==> src/rtl/hazard_pkg.sv <==
// hazard_pkg: shared FSM states and forwarding-mux encodings for the pipeline hazard unit
package hazard_pkg;
  typedef enum logic [1:0] {RUN, MWAIT, LUSTALL, FLUSH} state_e;
  localparam logic [1:0] FWD_REG = 2'b00;
  localparam logic [1:0] FWD_MEM = 2'b10;
  localparam logic [1:0] FWD_WB  = 2'b01;
endpackage

==> src/rtl/fwd_sel.sv <==
// fwd_sel: EX operand forwarding select for one source register, MEM result has priority over WB
module fwd_sel import hazard_pkg::*; #(
  parameter int AW = 5
) (
  input  logic [AW-1:0] src,
  input  logic          mem_regwrite,
  input  logic [AW-1:0] mem_dst,
  input  logic          wb_regwrite,
  input  logic [AW-1:0] wb_dst,
  output logic [1:0]    fwd
);
  assign fwd = (mem_regwrite && mem_dst != '0 && mem_dst == src) ? FWD_MEM :
               (wb_regwrite && wb_dst != '0 && wb_dst == src)    ? FWD_WB  : FWD_REG;
endmodule

==> src/rtl/hazard_ctrl_p.sv <==
// hazard_ctrl_p: load-use stall, branch flush, memory-wait freeze and forwarding control
// for the 5-stage pipeline, with saturating stall/flush counters and a sticky timeout flag.
module hazard_ctrl_p import hazard_pkg::*; #(
  parameter int REG_AW       = 5,
  parameter int LU_BUBBLES   = 1,
  parameter int FLUSH_CYCLES = 1,
  parameter int MEM_TIMEOUT  = 15,
  parameter int CNT_W        = 16
) (
  input  logic              clk,
  input  logic              reset,
  input  logic [REG_AW-1:0] id_rs,
  input  logic [REG_AW-1:0] id_rt,
  input  logic              id_use_rs,
  input  logic              id_use_rt,
  input  logic [REG_AW-1:0] ex_rs,
  input  logic [REG_AW-1:0] ex_rt,
  input  logic              ex_memread,
  input  logic              ex_regwrite,
  input  logic [REG_AW-1:0] ex_dst,
  input  logic              ex_branch_taken,
  input  logic              mem_regwrite,
  input  logic              wb_regwrite,
  input  logic [REG_AW-1:0] mem_dst,
  input  logic [REG_AW-1:0] wb_dst,
  input  logic              mem_req,
  input  logic              mem_ready,
  output logic              pc_stall,
  output logic              ifid_stall,
  output logic              idex_stall,
  output logic              exmem_stall,
  output logic              ifid_flush,
  output logic              idex_flush,
  output logic              memwb_bubble,
  output logic [1:0]        fwd_a,
  output logic [1:0]        fwd_b,
  output logic [CNT_W-1:0]  stall_cnt,
  output logic [CNT_W-1:0]  flush_cnt,
  output logic              mem_err
);
  state_e             state_q, state_d;
  logic [2:0]         cnt_q, cnt_d;
  logic [7:0]         wait_q, wait_d;
  logic [CNT_W-1:0]   stall_cnt_q, stall_cnt_d, flush_cnt_q, flush_cnt_d;
  logic               mem_err_q, mem_err_d;
  logic               lu_hit, mw_hit, timeout, freeze, pc_s, ifid_f, idex_f, br;

  fwd_sel #(.AW(REG_AW)) u_fwd_a (.src(ex_rs), .mem_regwrite(mem_regwrite), .mem_dst(mem_dst),
    .wb_regwrite(wb_regwrite), .wb_dst(wb_dst), .fwd(fwd_a));
  fwd_sel #(.AW(REG_AW)) u_fwd_b (.src(ex_rt), .mem_regwrite(mem_regwrite), .mem_dst(mem_dst),
    .wb_regwrite(wb_regwrite), .wb_dst(wb_dst), .fwd(fwd_b));

  always_comb begin
    lu_hit = ex_memread && ex_regwrite && ex_dst != '0 &&
             ((id_use_rs && id_rs == ex_dst) || (id_use_rt && id_rt == ex_dst));
    mw_hit = mem_req & ~mem_ready;
    timeout = state_q == MWAIT && wait_q == 8'(MEM_TIMEOUT);
    freeze = mw_hit & ~timeout;
    state_d = state_q;
    cnt_d = cnt_q;
    wait_d = wait_q;
    pc_s = 1'b0;
    ifid_f = 1'b0;
    idex_f = 1'b0;
    br = 1'b0;
    // A released MWAIT falls through to the RUN decisions so a frozen branch/load-use is seen now
    if (freeze) begin
      state_d = MWAIT;
      wait_d = state_q == MWAIT ? wait_q + 8'd1 : 8'd1;
      pc_s = 1'b1;
    end else if (state_q == LUSTALL) begin
      pc_s = 1'b1;
      idex_f = 1'b1;
      cnt_d = cnt_q - 3'd1;
      state_d = cnt_q == 3'd1 ? RUN : LUSTALL;
    end else if (state_q == FLUSH) begin
      ifid_f = 1'b1;
      cnt_d = cnt_q - 3'd1;
      state_d = cnt_q == 3'd1 ? RUN : FLUSH;
    end else if (ex_branch_taken) begin
      ifid_f = 1'b1;
      idex_f = 1'b1;
      br = 1'b1;
      cnt_d = 3'(FLUSH_CYCLES - 1);
      state_d = FLUSH_CYCLES > 1 ? FLUSH : RUN;
    end else if (lu_hit) begin
      pc_s = 1'b1;
      idex_f = 1'b1;
      cnt_d = 3'(LU_BUBBLES - 1);
      state_d = LU_BUBBLES > 1 ? LUSTALL : RUN;
    end else begin
      state_d = RUN;
    end
    stall_cnt_d = stall_cnt_q + CNT_W'(pc_s & ~&stall_cnt_q);
    flush_cnt_d = flush_cnt_q + CNT_W'(br & ~&flush_cnt_q);
    mem_err_d = mem_err_q | (timeout & mw_hit);
  end

  always_ff @(posedge clk or negedge reset) begin
    if (!reset) begin
      state_q <= RUN;
      cnt_q <= '0;
      wait_q <= '0;
      stall_cnt_q <= '0;
      flush_cnt_q <= '0;
      mem_err_q <= 1'b0;
    end else begin
      state_q <= state_d;
      cnt_q <= cnt_d;
      wait_q <= wait_d;
      stall_cnt_q <= stall_cnt_d;
      flush_cnt_q <= flush_cnt_d;
      mem_err_q <= mem_err_d;
    end
  end

  assign pc_stall     = reset & pc_s;
  assign ifid_stall   = reset & pc_s;
  assign idex_stall   = reset & freeze;
  assign exmem_stall  = reset & freeze;
  assign memwb_bubble = reset & freeze;
  assign ifid_flush   = reset & ifid_f;
  assign idex_flush   = reset & idex_f;
  assign stall_cnt    = stall_cnt_q;
  assign flush_cnt    = flush_cnt_q;
  assign mem_err      = mem_err_q;
endmodule
==> config.mk <==
export PLATFORM = sky130hd
export DESIGN_NAME = hazard_ctrl_p
export DESIGN_NICKNAME = d
export VERILOG_FILES = /design/src/rtl/hazard_pkg.sv /design/src/rtl/fwd_sel.sv /design/src/rtl/hazard_ctrl_p.sv
export SDC_FILE = /design/constraint.sdc
export NUM_CORES = 1
export LEC_CHECK = 0
export BUFFER_PORTS_ARGS = -buffer_cell sky130_fd_sc_hd__buf_2
export CAP_MARGIN = 15
export CORE_MARGIN = 2
export CORE_UTILIZATION = 30
export CTS_BUF_LIST = sky130_fd_sc_hd__clkbuf_2 sky130_fd_sc_hd__clkbuf_4 sky130_fd_sc_hd__clkbuf_8
export CTS_CLUSTER_SIZE = 24
export DETAILED_ROUTE_END_ITERATION = 10
export GPL_ROUTABILITY_DRIVEN = 0
export HOLD_SLACK_MARGIN = 0.05
export PLACE_DENSITY = 0.51
export SLEW_MARGIN = 20
export SYNTH_ARGS = -nofsm -noshare
export SYNTH_HDL_FRONTEND = slang
export SYNTH_SLANG_ARGS = --single-unit
==> constraint.sdc <==
create_clock -name clk -period 2.7 [get_ports clk]
set_input_delay 0.54 -clock clk [delete_from_list [all_inputs] [get_ports clk]]
set_output_delay 0.54 -clock clk [all_outputs]
set_load 0.02 [all_outputs]
==> results.toml <==
[run]
drv_cap = 0

[routing]
routed_wl_um = 6660
drcViolationCount = 0
drtAntennaViolNets = 0
vias_per_cell = 4.80
drt-pass1-iter-count = 6
drt_iter0_markers = 121
num_vias = 2412
wl_per_cell_um = 13.3

[logic_synthesis]
seq_area_frac_synth_pct = 42.7
async_reset_ff_share_pct = 100
synth_edf_count = 0
syn_nets = 328
syn_avg_cell_area_um2 = 9.80
synth_warnings = 0
ys.flop_type = "dfrtp_1"
ys_types = 47
syn_inst = 275
ys_ff_latch = 46
synthesis.area_um2 = 2700

[final_layout]
syn2layout_area_growth_pct = 33.9
final_nets = 446
finalInstanceArea_um2 = 3610
antenna_cells = 0
fillCellCount = 856
drive_above_1_share_pct = 37.1
multi_input_area_um2 = 1530
fin_cells = 502
seq_area_um2 = 1150

[grt]
grt_pass1_vias = 2369
grt_pass1_wl_um = 11000
overflow = 0
grt_antenna_before_repair = 0
grt_start_max_net_pins = 30
grtUsageTotal_pct = 13.5

[timing]
period_minus_slack_ns = 2.54
slew_headroom_pct = 67.8
final.period_utilization_pct = 94.2
whs_ns = 0.0963
slew_viol_final = 0
hold_violations = 0
finalClockSkew_ns = 0.0112
worstMarginPinSlew_ns = 0.479
fmax_ghz = 0.393
setup_ws_ns = 0.157
final-setup-viol-count = 0
fin_tns_setup_ns = 0

[worst_setup_path]
critPathLaunchType = "register"
worst-setup-path-type = "register to primary output"
path_delay_family = "compound AO/OA/AOI/OAI gates"
max_stage_delay_ns = 0.39
crit_chain = "ha_1 > and3_1 > buf_4 > a31o_4 > o2111ai_1 > a21oi_1 > buf_2"
worstPathRequired_ns = 2.16
slowest_stage = "dfrtp_1"
end_kind = "primary output"
cp_max_fo = 14
crit_buf_inv = 2
cp.arrival_ns = 2.00

[placement]
postPlaceCellArea_um2 = 3440
place_ws_ns = -0.223
hpwlAfterDp_um = 5270
io_buffers = 89
placedCellCount = 492

[clock_tree]
hold_buffers = 0
cts_max_level = 2
clk_latency_ns = 0.31
clockBufferDepth = 2
cts_root_buffer = "clkbuf_8"
clk_pin_slew_worst_paths_ns = 0.10
cts_tree = "done"
cts.sinks = 46
cts_buffers = 5

[power_and_ir_drop]
powerDensity_nw_per_um2 = 552
vdd_ir_drop_max_uv = 349
cellLeakagePower_nw = 1.78

[die]
rows = 34
core_area_um2 = 8720
die_area_um2 = 9760
ioPinCount = 90
start_util_pct = 30.9
die_h_um = 98.8
die_x_um = 98.8

[run_status]
outcome = "completed"

[worst_hold_path]
hp-class = "input pin to async pin"
==> report_power, final <==
group | switching (W) | internal (W) | total, W
registers | 0.000117 | 0.000797 | 0.000914
clock network | 0.000260 | 0.000188 | 0.000448
logic | 0.000362 | 0.000269 | 0.000631
==> what timing repair did <==
item,in CTS,in global routing
setup endpoints to repair,0,12
buffers inserted,0,2
resized for setup,0,13
==> per-layer routing <==
layer / global-route usage, % / routed length (um) / up-vias
met5: 0 / 0 / -
li1: - / - / 1208
met3: 2.41 / 203 / 8
met4: 3.69 / 74 / 0
met1: 17.9 / 3060 / 1153
met2: 22.9 / 3320 / 43
==> area by class of cell <==
| class | instances | share of cell area [%] |
|---|---|---|
| inverters | 7 | 0.728 |
| well taps | 108 | 3.74 |
| repair buffers | 120 | 18.8 |
| flip-flops and latches | 46 | 31.9 |
| clock inverters | 3 | 0.624 |
| clock buffers | 5 | 1.91 |
| multi-input cells | 213 | 42.3 |
==> cells by family after synthesis <==
| group | after synthesis | synth area share (%) |
|---|---|---|
| flops | 46 | 42.7 |
| xor+xnor | 58 | 18.8 |
| simple gates | 104 | 21.4 |
| mux | 1 | 0.371 |
| compound gates | 43 | 10.6 |
| fa+ha+maj | 7 | 3.25 |
| buf+inv | 16 | 2.83 |
==> sequential cells by signal, indices dropped and copies added, names as in the netlist <==
signal,flops
cnt_q,3
state_q,2
stall_cnt,16
flush_cnt,16
mem_err,1
wait_q,8
==> layout by cell type, fill, tap and decap left out, drive strengths merged, types with 2 or more instances in the layout <==
cell    instances
nor4            6
dfrtp          46
nand4          10
a31oi           2
or3             2
inv             9
clkbuf          5
nor3            5
or4             5
and4            2
a311oi          2
o21ai          15
buf           120
nand2          20
xnor2          22
a41oi           2
nand2b          4
a21oi           7
nand3          17
xor2           36
ha              7
and2            3
o31ai           3
nor2           16
and3            5
nor2b           5
o21bai          2
a31o            2
==> Yosys cell counts, drive strengths merged (6+ instances only) <==
| master | count | share of area (%) |
|---|---|---|
| nand2 | 20 | 2.8 |
| o21ai | 15 | 2.9 |
| nand4 | 10 | 2.3 |
| a21oi | 7 | 1.3 |
| nor4 | 6 | 1.9 |
| nand3 | 17 | 3.2 |
| nor2 | 16 | 2.2 |
| xor2 | 36 | 12 |
| xnor2 | 22 | 7.1 |
| inv | 7 | 0.97 |
| dfrtp | 46 | 43 |
| ha | 7 | 3.2 |
==> path summary, 6_finish.rpt <==
| check | from | endpoint | slack, ns | cells after the start |
|---|---|---|---|---|
| worst max-delay path | wait_q[1] | idex_flush | 0.16 | 7 |
| max in group asynchronous | reset | mem_err | 1.92 | 2 |
| worst max register to register | wait_q[1] | stall_cnt[12] | 0.18 | 11 |
| worst min-delay path | reset | flush_cnt[5] | 0.1 | 1 |
| worst min register to register | mem_err | mem_err | 0.49 | 1 |
| min in group clk | mem_err | mem_err | 0.49 | 1 |
==> stage by stage <==
| step | power [W] | util (%) |
|---|---|---|
| after global routing | 0.00211 | 41.4 |
| after detailed placement | 0.00154 | 39.5 |
| after floorplan | 0.00124 | - |
| after CTS | 0.00200 | 40.5 |
| after global placement | 0.00154 | 39.5 |
| final | 0.00199 | 41.4 |
Power figures use the tool's default switching activity.
